===== config.mk =====
export PLATFORM = sky130hd
export DESIGN_NAME = alu_arbiter
export DESIGN_NICKNAME = d
export VERILOG_FILES = /design/src/rtl/alu_arbiter_pkg.sv /design/src/rtl/alu_arbiter_rr_arb2.sv /design/src/rtl/alu_arbiter.sv
export SDC_FILE = /design/constraint.sdc
export NUM_CORES = 1
export LEC_CHECK = 0
export CORE_MARGIN = 3
export CORE_UTILIZATION = 35
export CTS_BUF_LIST = sky130_fd_sc_hd__clkbuf_2
export CTS_CLUSTER_SIZE = 24
export DETAILED_ROUTE_END_ITERATION = 8
export GPL_TIMING_DRIVEN = 0
export MAX_ROUTING_LAYER = met4
export PLACE_DENSITY = 0.78
export SETUP_SLACK_MARGIN = 0.15
export SYNTH_ARGS = -nofsm -noshare
export SYNTH_HDL_FRONTEND = slang
export SYNTH_SLANG_ARGS = --single-unit

===== constraint.sdc =====
create_clock -name clk -period 1.46 [get_ports clk]
set_input_delay 0.146 -clock clk [delete_from_list [all_inputs] [get_ports clk]]
set_output_delay 0.146 -clock clk [all_outputs]
set_load 0.01 [all_outputs]

===== src/rtl/alu_arbiter_pkg.sv =====
// Shared definitions for the execute-stage ALU arbiter: op codes, FSM encodings, defaults.
package alu_arbiter_pkg;

   localparam int WORD_SIZE_DEFAULT   = 32;
   localparam int MUL_LATENCY_DEFAULT = 4;

   typedef enum logic [2:0] {
      ADD_OP = 3'd0,
      SUB_OP = 3'd1,
      MUL_OP = 3'd2,
      AND_OP = 3'd3,
      OR_OP  = 3'd4
   } alu_op_e;

   typedef enum logic {
      ALU_STATE_IDLE = 1'b0,
      ALU_STATE_EXEC = 1'b1
   } alu_state_e;

   function automatic logic op_defined(input logic [2:0] op);
      return (op == ADD_OP) || (op == SUB_OP) || (op == MUL_OP) ||
             (op == AND_OP) || (op == OR_OP);
   endfunction

endpackage


===== src/rtl/alu_arbiter_rr_arb2.sv =====
// Two-requester round-robin grant; the pointer moves to the other port on accept.
// Grant is combinational from valid and enable; only the pointer is registered.
module rr_arb2 (
   input  logic       clk,
   input  logic       rst_n,
   input  logic       enable,
   input  logic [1:0] req,
   output logic [1:0] grant,
   output logic       rr_ptr
);

   logic winner;

   always_comb begin
      winner = 1'b0;
      grant  = 2'b00;
      case (req)
         2'b01:   winner = 1'b0;
         2'b10:   winner = 1'b1;
         2'b11:   winner = rr_ptr;
         default: winner = 1'b0;
      endcase
      if (enable && (req != 2'b00)) begin
         grant[winner] = 1'b1;
      end
   end

   always_ff @(posedge clk or negedge rst_n) begin
      if (!rst_n) begin
         rr_ptr <= 1'b0;
      end else if (grant != 2'b00) begin
         rr_ptr <= ~winner;
      end
   end

endmodule


===== src/rtl/alu_arbiter.sv =====
// Shares one ALU between two requesters; holds operands for 1 cycle (MUL_LATENCY for MUL)
// and returns a tagged, registered result pulse. Requests wait (ready low) while busy.
module alu_arbiter
   import alu_arbiter_pkg::*;
#(
   parameter int WORD_SIZE   = WORD_SIZE_DEFAULT,
   parameter int MUL_LATENCY = MUL_LATENCY_DEFAULT
) (
   input  logic                 clk,
   input  logic                 rst_n,
   input  logic                 req0_valid,
   output logic                 req0_ready,
   input  logic [WORD_SIZE-1:0] req0_srcA,
   input  logic [WORD_SIZE-1:0] req0_srcB,
   input  logic [2:0]           req0_op,
   input  logic                 req1_valid,
   output logic                 req1_ready,
   input  logic [WORD_SIZE-1:0] req1_srcA,
   input  logic [WORD_SIZE-1:0] req1_srcB,
   input  logic [2:0]           req1_op,
   output logic [WORD_SIZE-1:0] alu_srcA,
   output logic [WORD_SIZE-1:0] alu_srcB,
   output logic [2:0]           alu_ctrl,
   input  logic [WORD_SIZE-1:0] alu_out,
   output logic                 rsp_valid,
   output logic                 rsp_id,
   output logic [WORD_SIZE-1:0] rsp_result,
   output logic                 rsp_err,
   output logic                 busy
);

   localparam logic [3:0] MUL_CNT = 4'(MUL_LATENCY - 1);

   alu_state_e state;
   logic [3:0] cnt;
   logic       op_id;
   logic [1:0] grant;
   logic       rr_ptr;
   logic       accept;

   rr_arb2 u_rr_arb2 (
      .clk    (clk),
      .rst_n  (rst_n),
      .enable (state == ALU_STATE_IDLE),
      .req    ({req1_valid, req0_valid}),
      .grant  (grant),
      .rr_ptr (rr_ptr)
   );

   assign req0_ready = grant[0];
   assign req1_ready = grant[1];
   assign accept     = grant[0] | grant[1];

   // ALU-facing operands are registered so they stay frozen for the whole
   // multicycle MUL path and read as zero/ADD whenever no op is in flight.
   always_ff @(posedge clk or negedge rst_n) begin
      if (!rst_n) begin
         state      <= ALU_STATE_IDLE;
         cnt        <= '0;
         op_id      <= 1'b0;
         alu_srcA   <= '0;
         alu_srcB   <= '0;
         alu_ctrl   <= ADD_OP;
         busy       <= 1'b0;
         rsp_valid  <= 1'b0;
         rsp_id     <= 1'b0;
         rsp_result <= '0;
         rsp_err    <= 1'b0;
      end else begin
         rsp_valid <= 1'b0;
         case (state)
            ALU_STATE_IDLE: begin
               if (accept) begin
                  alu_srcA <= grant[1] ? req1_srcA : req0_srcA;
                  alu_srcB <= grant[1] ? req1_srcB : req0_srcB;
                  alu_ctrl <= grant[1] ? req1_op   : req0_op;
                  op_id    <= grant[1];
                  cnt      <= ((grant[1] ? req1_op : req0_op) == MUL_OP) ? MUL_CNT : 4'd0;
                  busy     <= 1'b1;
                  state    <= ALU_STATE_EXEC;
               end
            end
            ALU_STATE_EXEC: begin
               if (cnt != 4'd0) begin
                  cnt <= cnt - 4'd1;
               end else begin
                  rsp_result <= alu_out;
                  rsp_err    <= ~op_defined(alu_ctrl);
                  rsp_id     <= op_id;
                  rsp_valid  <= 1'b1;
                  alu_srcA   <= '0;
                  alu_srcB   <= '0;
                  alu_ctrl   <= ADD_OP;
                  busy       <= 1'b0;
                  state      <= ALU_STATE_IDLE;
               end
            end
            default: state <= ALU_STATE_IDLE;
         endcase
      end
   end

endmodule


After elaboration in Yosys (flattened, before gate mapping)
Index checks and enable logic that the tools add are counted.
{"block": "op_classes", "add_sub_neg": 1, "order_cmp": 2, "bitwise": 5, "n_eq_ne": 10, "muxes": 27, "reduce_logical": 14}
{"op": "32-bit two-way mux", "n": 5}
{"op": "32-bit one-hot mux with 2 select lines", "n": 2}
{"op": "3-bit by 2-bit == test with 1-bit output (second input constant)", "n": 3}
{"op": "3-bit two-way mux", "n": 3}
{"op": "4-bit two-way mux", "n": 2}
{"op": "4-bit one-hot mux with 2 select lines", "n": 1}
{"op": "2-bit AND reduction", "n": 4}
{"op": "1-bit two-way mux", "n": 7}
{"op": "1-bit one-hot mux with 2 select lines", "n": 3}
{"op": "3-bit one-hot mux with 2 select lines", "n": 1}
{"op": "2-bit == test (second input constant)", "n": 2}
{"op": "1-bit logical OR", "n": 4}
{"op": "2-bit two-way mux", "n": 2}
{"op": "2-bit != test (second input constant)", "n": 2}
{"op": "1-bit inverter", "n": 4}
{"op": "2-bit nonzero test", "n": 2}
{"op": "4-bit nonzero test", "n": 1}
{"op": "4-bit by 1-bit subtractor with 4-bit output (second input constant)", "n": 1}
{"op": "3-bit by 1-bit == test with 1-bit output (second input constant)", "n": 1}
{"op": "3-bit == test (second input constant)", "n": 1}
{"op": "3-bit zero test", "n": 1}
{"op": "1-bit logical AND", "n": 2}
{"op": "1-bit by 2-bit < comparator with 1-bit output (second input constant)", "n": 1}
{"op": "2-bit by 1-bit != test with 1-bit output (second input constant)", "n": 1}
{"op": "3 further kinds", "n": 3}
{"block": "word_totals", "reg_bits": 110, "in_bits": 170, "out_inout_bits": 105, "wordCells": 71}

Logic depth before layout (Yosys ltp)
Gate-level depths: netlist of run 1.
{"block": "logic_depth", "word_depth": 12, "mapped_depth": 8}

By module
Synthesis of run 1 repeated with hierarchy kept, for this count alone.
{"block": "hier_totals", "cells_unflattened": 445, "area_unflattened_um2": 5069.9}
{"module": "alu_arbiter", "cells_each": 437, "instances": 1, "area_per_inst_um2": 5008.6, "seq_area_each_um2": 2727.6}
{"module": "rr_arb2", "cells_each": 8, "instances": 1, "area_per_inst_um2": 61.3, "seq_area_each_um2": 25.0}

Least setup slack after synthesis of run 1
Ideal clock, no wire load.
{"block": "synth_timing", "kind": "reg-to-reg", "from": "reg cnt[0]", "to": "reg alu_srcA[24]", "n_path_buf": 2, "t_arrival_ns": 1.433, "slack_ns": -0.103, "stages_incl_launch_ff": 9, "period_less_slack_ns": 1.563, "cell_sequence": "dfrtp_1 > inv_1 > ha_1 > inv_1 > o31ai_1 > nand2_4 > buf_6 > buf_6 > o2bb2ai_1"}
{"block": "synth_via", "elab_chain_len": 3}
{"item": "start: declaration", "line": "alu_arbiter.sv:35", "source": "logic [3:0] cnt;"}
{"item": "start signal: assignment", "line": "alu_arbiter.sv:78", "source": "cnt <= ((grant[1] ? req1_op : req0_op) == MUL_OP) ? MUL_CNT : 4'd0;"}
{"item": "start signal: assignment", "line": "alu_arbiter.sv:85", "source": "cnt <= cnt - 4'd1;"}
{"item": "4-bit nonzero test", "line": "alu_arbiter.sv:84", "source": "if (cnt != 4'd0) begin"}
{"item": "2-bit != test (no line)"}
{"item": "2-bit AND reduction (no line)"}
{"item": "end signal: assignment", "line": "alu_arbiter.sv:74", "source": "alu_srcA <= grant[1] ? req1_srcA : req0_srcA;"}
{"item": "end: declaration", "line": "alu_arbiter.sv:21", "source": "output logic [WORD_SIZE-1:0] alu_srcA,"}
No other way between the ends.
A chain may end at the register's enable or synchronous reset.

Worst setup path in the final report of run 1
{"block": "layout_timing", "from": "reg u_rr_arb2.rr_ptr", "to": "out req0_ready"}
{"block": "layout_via", "elab_chain_len": 6, "elab_cells_between_ends": 7}
{"item": "start: declaration", "line": "alu_arbiter_rr_arb2.sv:9", "source": "output logic rr_ptr"}
{"item": "start signal: assignment", "line": "alu_arbiter_rr_arb2.sv:32", "source": "rr_ptr <= ~winner;"}
{"item": "1-bit one-hot mux with 2 select lines *", "line": "alu_arbiter_rr_arb2.sv:17", "source": "case (req)"}
{"item": "1-bit by 2-bit < comparator with 1-bit output (not written as such) or 1-bit greater-or-equal comparator (tied branches)", "line": "alu_arbiter_rr_arb2.sv:24", "source": "grant[winner] = 1'b1;"}
{"item": "1-bit logical AND (not written as such)", "line": "alu_arbiter_rr_arb2.sv:24"}
{"item": "1-bit two-way mux (not written as such)", "line": "alu_arbiter_rr_arb2.sv:24"}
{"item": "1-bit demux with 1-bit select *"}
{"item": "2-bit two-way mux *", "line": "alu_arbiter_rr_arb2.sv:23", "source": "if (enable && (req != 2'b00)) begin"}
{"item": "end: declaration", "line": "alu_arbiter.sv:12", "source": "output logic req0_ready,"}
Mark *: on every way between the ends. The rest lies on a longest branch, timed or not.

==> summary.md, run 1 <==
| Metric | Value |
|---|---|
| Status | complete, but fails checks |
| Failing checks | negative setup slack |
| Initial DRC Count | 304 |
| WHS Endpoint | rsp_result[16] |
| Later-pin clock latency in the skew report | 630 ps |
| Yosys top cell area share | 58.2% |
| Initial core utilization | 36.6% |
| Max Cap Violations | 0 |
| CP Max Fanout | 2 |
| Overall Global Routing Usage | 24.0% |
| Final Hold Vio Count | 0 |
| Top post-synthesis cells by count | dfrtp_1, nand2_1, o2bb2ai_1 |
| Clock root buffer | clkbuf_2 |
| P_leak | 0.00475 uW |
| Die Y | 122 um |
| CTS tree | built |
| Least-Margin Pin Slew | 788 ps |
| Achievable Freq | 535 MHz |
| CP max stage delay | 480 ps |
| Beginning of the worst hold path | alu_out[16] |
| Critical path required time | 1310 ps |
| Initial antenna violation count | 0 |
| Setup_tns | -22210 ps |
| Routed wire per std cell | 20.3 um |
| Total Power | 18700 uW |
| WP buf/inv | 2 |
| Row count | 41 |
| Final Cycle Share | 128% |
| Synthesized flop and latch total | 110 |
| Crit end category | output port |
| DIE WIDTH | 122 um |
| Maximum VDD drop | 0.00109 V |
| Hold WC Path Type | primary input to flop |
| CP Cell Sequence | a21boi_2 -> buf_4 -> nor2b_4 -> buf_6 |
| Cell depth of the worst min-delay path | 3 |
| FFs w/ async S/R, synth | 100% |
| Sequential power share | 27.0% |
| Internal Dissipation | 11400 uW |
| Final net count | 1045 |
| Register area share after synthesis | 58.2% |
| Critical setup path kind | flop to output port |
| GR Layer Usage met3 | 4.10% |
| Post-Syn Nets | 601 |
| DR pass1 iterations | 4 |
| DIE AREA | 14900 um^2 |
| Fill cells | 722 |
| Count leader, synth | dfrtp_1 |
| Final ANT Viol Nets | 0 |
| Final WS setup | -408 ps |
| Main flop type after synthesis | dfrtp_1 |
| Worst r2r dst | alu_srcA[14] |
| ANT cells | 0 |
| CTS Buf Count | 9 |
| Vias in the first global route | 5384 |
| Switching Share | 39.0% |
| Setup violations, final | 108 |
| PD cells | 1790 nW/um^2 |
| Unrepaired setup endpoints after global routing | true |
| Share of cells above drive strength 1 | 52.1% |
| Worst Skew | 38.8 ps |
| Clk pwr share | 6.6% |
| Mean number of vias per cell | 5.14 |
| Syn Inst Count | 429 |
| Total gr overflow | 0 |
| Final Wtd Congestion | 0.778 |
| Delay-heaviest family, CP | flip-flops |
| Estimated wirelength of the detail-placed design | 12.3 mm |
| Synth Cell Area | 4730 um^2 |
| CTS H-tree depth | 3 |
| Slowest cell on crit path | dfrtp_1 |
| Area Overhead vs Synth | 120% |
| Area contributors post-synth | dfrtp_1, o2bb2ai_1, a22oi_1, nand2_1, buf_2 |
| Global Route met2 Usage | 43.8% |
| IO Port Bufs | 274 |
| Number of flops mapped to enable cells by yosys | 0 |
| Max-slew violation count | 0 |
| Top-level port count | 275 |
| Most Crowded Layer GR | met2 |
| DR DRC count | 0 |
| CTS Buffer Depth | 2 |
| Post-Syn Area per Cell | 11.0 um^2 |
| Fin crit period | 1870 ps |
| Vias | 5398 |
| Largest net degree at the start of global routing | 61 |
| First-pass GRT wire length | 27.2 mm |
| Core ar. | 12900 um^2 |
| M1 GR Usage | 26.4% |
| Synth area leader | dfrtp_1 |
| Clk slew on worst S/H paths | 310 ps |
| Combinational share of power | 66.4% |
| Crit path DAT | 1720 ps |
| Worst R2R Path Depth | 8 |
| Number of clock sinks | 110 |
| Final WL | 21.3 mm |
| Final Util | 80.6% |
| Yosys warnings | 0 |
| Slew HR | 47.5% |
| Startpoint types | flop |
| Synth cell types | 34 |
| Sw power | 7290 uW |
| Setup slack, reg-to-reg | -330 ps |
| Setup WS pre-CTS | -796 ps |
| R2r startpoint | state |
==> through the flow <==
step,instances,area (um^2),hold slack (ps)
after global placement,875,7800,459
after detailed placement,876,7830,268
after global routing,1050,10400,-2.79
after CTS,974,8620,0.631
final,1050,10400,39.6
after floorplan,429,4840,-150
==> logic make-up after synthesis <==
family	Yosys count	share of synthesized area (%)
muxes	3	0.635
DFF	110	58.2
AOI/OAI and AO/OA	141	24.2
xor gates and xnor gates	2	0.371
adders and majority gates	2	0.529
buffers and inverters	44	4.82
and+or+nand+nor	127	11.2
==> worst max path at each step <==
stage / from / to / cells after the start
global route: u_rr_arb2.rr_ptr / req0_ready / 4
floorplan: cnt[0] / alu_srcA[13] / 8
detailed placement: req0_valid / req0_ready / 5
CTS: u_rr_arb2.rr_ptr / req0_ready / 4
finish: u_rr_arb2.rr_ptr / req0_ready / 4
global placement: rst_n / alu_srcB[18] / 1
==> metal layers <==
metal,up-vias,share of wire (%)
met1,2661,36
met2,238,55
li1,2444,-
met5,-,0
met4,0,3.5
met3,55,6.0
==> layout make-up <==
class                      count  area (um^2)  area share (%)
buffer                        37          480            4.61
inverter                       6         30.0           0.288
clock inverter                 6         28.8           0.276
clock buffer                  10         50.0           0.480
timing repair buffer         434         4110            39.4
multi-input combinational    275         2760            26.4
tap                          172          215            2.07
sequential                   110         2750            26.4
==> worst register-to-register path, cell delays in order (launching register included) <==
cell and delay [ps]:
dfrtp_1 470, buf_6 140, buf_12 130, or3_4 370
nand2_4 100, buf_8 130, buf_12 140, clkbuf_16 150
o2bb2ai_2 100
==> repair_timing <==
item / in CTS / in global routing
hold buffers: 23 / 0
pin swaps: 15 / 91
setup buffers: 58 / 67
endpoints found under the hold margin: 81 / 0
resized for setup: 533 / 216
setup endpoints to repair: 215 / 215
gates cloned: 1 / 10
==> power by group through the flow <==
stage,clock network (uW),logic (uW),registers [uW]
floorplan,0,3130,5360
global placement,0,7020,4900
detailed placement,0,7220,4950
CTS,1250,8380,4880
global route,1370,13100,5160
finish,1230,12400,5050
==> state kept, by name, indices dropped and copies added (netlist names) <==
register / flops
alu_srcA: 32
alu_srcB: 32
rsp_result: 32
cnt: 4
alu_ctrl: 3
busy: 1
op_id: 1
rsp_err: 1
rsp_id: 1
rsp_valid: 1
state: 1
u_rr_arb2.rr_ptr: 1
==> layout by cell type (no fill, tap or decap), types with 2 or more instances in the layout <==
master	Yosys	final
a22oi_1	64	5
nand2b_1	3	2
clkbuf_16	0	10
nor2_4	0	2
nand3_2	0	2
buf_12	0	14
xor2_1	2	2
buf_4	3	114
clkbuf_2	0	16
o2bb2ai_2	2	41
nand2_4	1	7
o2bb2ai_1	65	14
and2_4	0	2
clkdlybuf4s50_1	0	168
nand2_2	0	22
nor2b_4	0	2
buf_6	4	69
nand2_1	106	78
nor2_1	6	4
buf_2	17	53
clkinv_2	0	2
dlygate4sd3_1	0	23
mux2i_1	3	3
buf_16	0	2
dfrtp_1	110	110
buf_8	0	9
a22oi_2	0	59
clkinv_1	1	3
inv_2	0	3
o2bb2ai_4	0	12
Note: power is estimated with default switching activity, not from simulation.
==> run 2, diff against run 1 <==
--- a/config.mk
+++ b/config.mk
@@ -14,6 +14,7 @@
 export MAX_ROUTING_LAYER = met4
 export PLACE_DENSITY = 0.78
 export SETUP_SLACK_MARGIN = 0.15
+export SLEW_MARGIN = 5
 export SYNTH_ARGS = -nofsm -noshare
 export SYNTH_HDL_FRONTEND = slang
 export SYNTH_SLANG_ARGS = --single-unit
==> run 2 against run 1 <==
Compared with the run above: setup slack better by 33 ps; the flow still finishes with violations (negative setup slack); largest cell class unchanged; final cell count down 1.0%; register-to-register slack worse by 50 ps; die area unchanged; combinational power down 8%; critical endpoint is now alu_srcB[21]; clock power up 28%; flip-flop and latch count unchanged; global-route usage up 1.4 points; first-iteration DRC count up 2.0%; total power down 3.6%; cell area down 4.6%.
==> summary.md, run 2 (same netlist as run 1, synthesis figures left out) <==
| Metric | Value |
|---|---|
| Final Cycle Share | 126% (-2.3 points) |
| Commonest cells after routing, fill and taps aside | clkdlybuf4s50_1, dfrtp_1, buf_4 |
| Fill cells | 798 (+11%) |
| Max Cap Violations | 0 (unchanged) |
| Most common cell after layout, fill and taps aside | clkdlybuf4s50_1 |
| Final WL | 20.1 mm (-5.6%) |
| ANT cells | 0 (unchanged) |
| Biggest regs | alu_srcA x32, alu_srcB x32, rsp_result x32 |
| Total Power | 18000 uW (-3.6%) |
| Worst Skew | 50.3 ps (+11.6 ps) |
| Vias in the first global route | 5568 (+3.4%) |
| Final Hold Vio Count | 0 (unchanged) |
| DR DRC count | 0 (unchanged) |
| Initial core utilization | 36.6% (unchanged) |
| CP Max Fanout | 9 (+7) |
| Share of cells above drive strength 1 | 46.6% (-5.5 points) |
| Initial antenna violation count | 0 (unchanged) |
| Total gr overflow | 0 (unchanged) |
| Startpoint types | flop |
| P_leak | 0.00459 uW (-3.2%) |
| PD cells | 1810 nW/um^2 (+1.0%) |
| Estimated wirelength of the detail-placed design | 12.3 mm (+0.24%) |
| Initial DRC Count | 310 (+2.0%) |
| WP buf/inv | 3 (+1) |
| DIE AREA | 14900 um^2 (unchanged) |
| Placed Instances | 876 (unchanged) |
| Final Wtd Congestion | 0.778 (unchanged) |
| DIE WIDTH | 122 um (unchanged) |
| Critical path required time | 1990 ps (+680 ps) |
| Critical setup path kind | flop to flop |
| CTS tree | built |
| Fin crit period | 1840 ps (-33.1 ps) |
| Later-pin clock latency in the skew report | 650 ps (+20 ps) |
| Final ANT Viol Nets | 0 (unchanged) |
| Final net count | 1035 (-0.96%) |
| Clk slew on worst S/H paths | 290 ps (-20 ps) |
| Number of clock sinks | 110 (unchanged) |
| Overall Global Routing Usage | 25.4% (+1.4 points) |
| Crit path DAT | 2370 ps (+650 ps) |
| Crit end category | flop |
| Status | complete, but fails checks |
| Non-filler cells, final | 1039 (-1.0%) |
| Final WS setup | -375 ps (+33.1 ps) |
| Cell Area, Placed | 7830 um^2 (about the same) |
| Met3 Wirelength | 1.23 mm (-4.0%) |
| Maximum VDD drop | 0.00107 V (-1.7%) |
| Area Overhead vs Synth | 110% |
| Mean number of vias per cell | 5.13 (-0.20%) |
| Failing checks | negative setup slack |
| CTS Buf Count | 9 (unchanged) |
| Core ar. | 12900 um^2 (unchanged) |
| Slowest cell on crit path | dfrtp_1 |
| Top-level port count | 275 (unchanged) |
| IO Port Bufs | 274 (unchanged) |
| Row count | 41 (unchanged) |
| Die Y | 122 um (unchanged) |
| Top Layer Used | met4 |
| CTS H-tree depth | 3 (unchanged) |
| Slew HR | 50.7% (+3.3 points) |
| Unrepaired setup endpoints after global routing | true |
| CP Cell Sequence | buf_4 -> nand2b_4 -> and2_1 -> buf_6 -> bufbuf_16 -> a22oi_2 -> o2bb2ai_2 |
| Hold WC Path Type | primary input to flop |
| Least-Margin Pin Slew | 739 ps (-48.8 ps) |
| Delay-heaviest family, CP | buffers and inverters |
| CP max stage delay | 480 ps (about the same) |
| Wire length on met1 | 7.56 mm (-0.67%) |
| CTS Buffer Depth | 2 (unchanged) |
| Max-slew violation count | 0 (unchanged) |
| Routed wire per std cell | 19.3 um (-4.6%) |
| Achievable Freq | 545 MHz (+1.8%) |
| Finished Cell Area | 9940 um^2 (-4.6%) |
| DR pass1 iterations | 4 (unchanged) |
| Setup slack, reg-to-reg | -380 ps (-50 ps) |
| Metal2 WL | 10.6 mm (-8.8%) |
| Setup violations, final | 74 (-31%) |
| Largest net degree at the start of global routing | 90 (+48%) |
| Clock root buffer | clkbuf_2 |
| Final Util | 76.9% (-3.7 points) |
| Vias | 5331 (-1.2%) |
| First-pass GRT wire length | 28.6 mm (+5.2%) |
## run 2: cell types whose count changed in the layout (fill, tap and decap cells not counted), moves of 6 or more
cell       previous run  this run
o2bb2ai_4            12         4
clkbuf_16            10         0
nand2_2              22         2
nand2_1              78       103
o2bb2ai_1            14         8
buf_12               14         5
buf_4               114       105
o2bb2ai_2            41        55
a22oi_1               5        23
a22oi_2              59        41
## run 2: layer usage
layer,up-vias,global-route usage (%)
met2,236,46.1
met3,52,4.42
li1,2418,-
met4,0,8.96
met5,-,-
met1,2625,28.1
## run 2: metrics by stage
step | worst slack, ps | TNS (ps) | hold slack (ps)
2_1_floorplan | 54.5 | 0 | -150
3_5_place_dp | -793 | -32540 | 17.7
4_1_cts | -343 | -16320 | 2.17
5_1_grt | -417 | -23070 | 8.61
6_report | -375 | -19780 | 42.6
3_3_place_gp | -3840 | -448450 | 459
## run 2: tightest hold or removal path, delay by kind of cell
family,cells,cell delay [ps]
and+or+nand+nor,2,100
buffers and inverters,1,400
## run 2: power by group
| part | internal (uW) | switching (uW) | leakage, uW | total (uW) |
|---|---|---|---|---|
| clock | 556 | 1030 | 0.0000815 | 1580 |
| combinational | 6390 | 5040 | 0.00310 | 11400 |
| sequential | 4200 | 805 | 0.00141 | 5010 |
## run 2: path summary, 6_finish.rpt
kind | from | to | cells after the start
min reg2reg | rsp_result[23] | rsp_result[23] | 2
max in group asynchronous | rst_n | alu_srcB[21] | 4
min in group asynchronous | rst_n | rsp_result[27] | 3
max | u_rr_arb2.rr_ptr | alu_srcB[21] | 7
min | alu_out[8] | rsp_result[8] | 3
max reg2reg | u_rr_arb2.rr_ptr | alu_srcB[21] | 7
## run 2: area by class of cell
cell class | count | area, um^2 | area share, %
buffer | 36 | 372 | 3.74
clock buffer | 10 | 50.0 | 0.504
clock inverter | 5 | 75.1 | 0.755
inverter | 6 | 25.0 | 0.252
multi-input combinational | 275 | 2480 | 25.0
sequential | 110 | 2750 | 27.7
tap | 172 | 215 | 2.17
timing repair buffer | 425 | 3970 | 39.9
## run 2: what timing repair did
item | in CTS | in global routing
setup buffers | 62 | 54
resized for setup | 596 | 70
pin swaps | 30 | 13
hold buffers | 26 | 3
endpoints found under the hold margin | 134 | 23
setup endpoints to repair | 215 | 233
gates cloned | 6 | 0
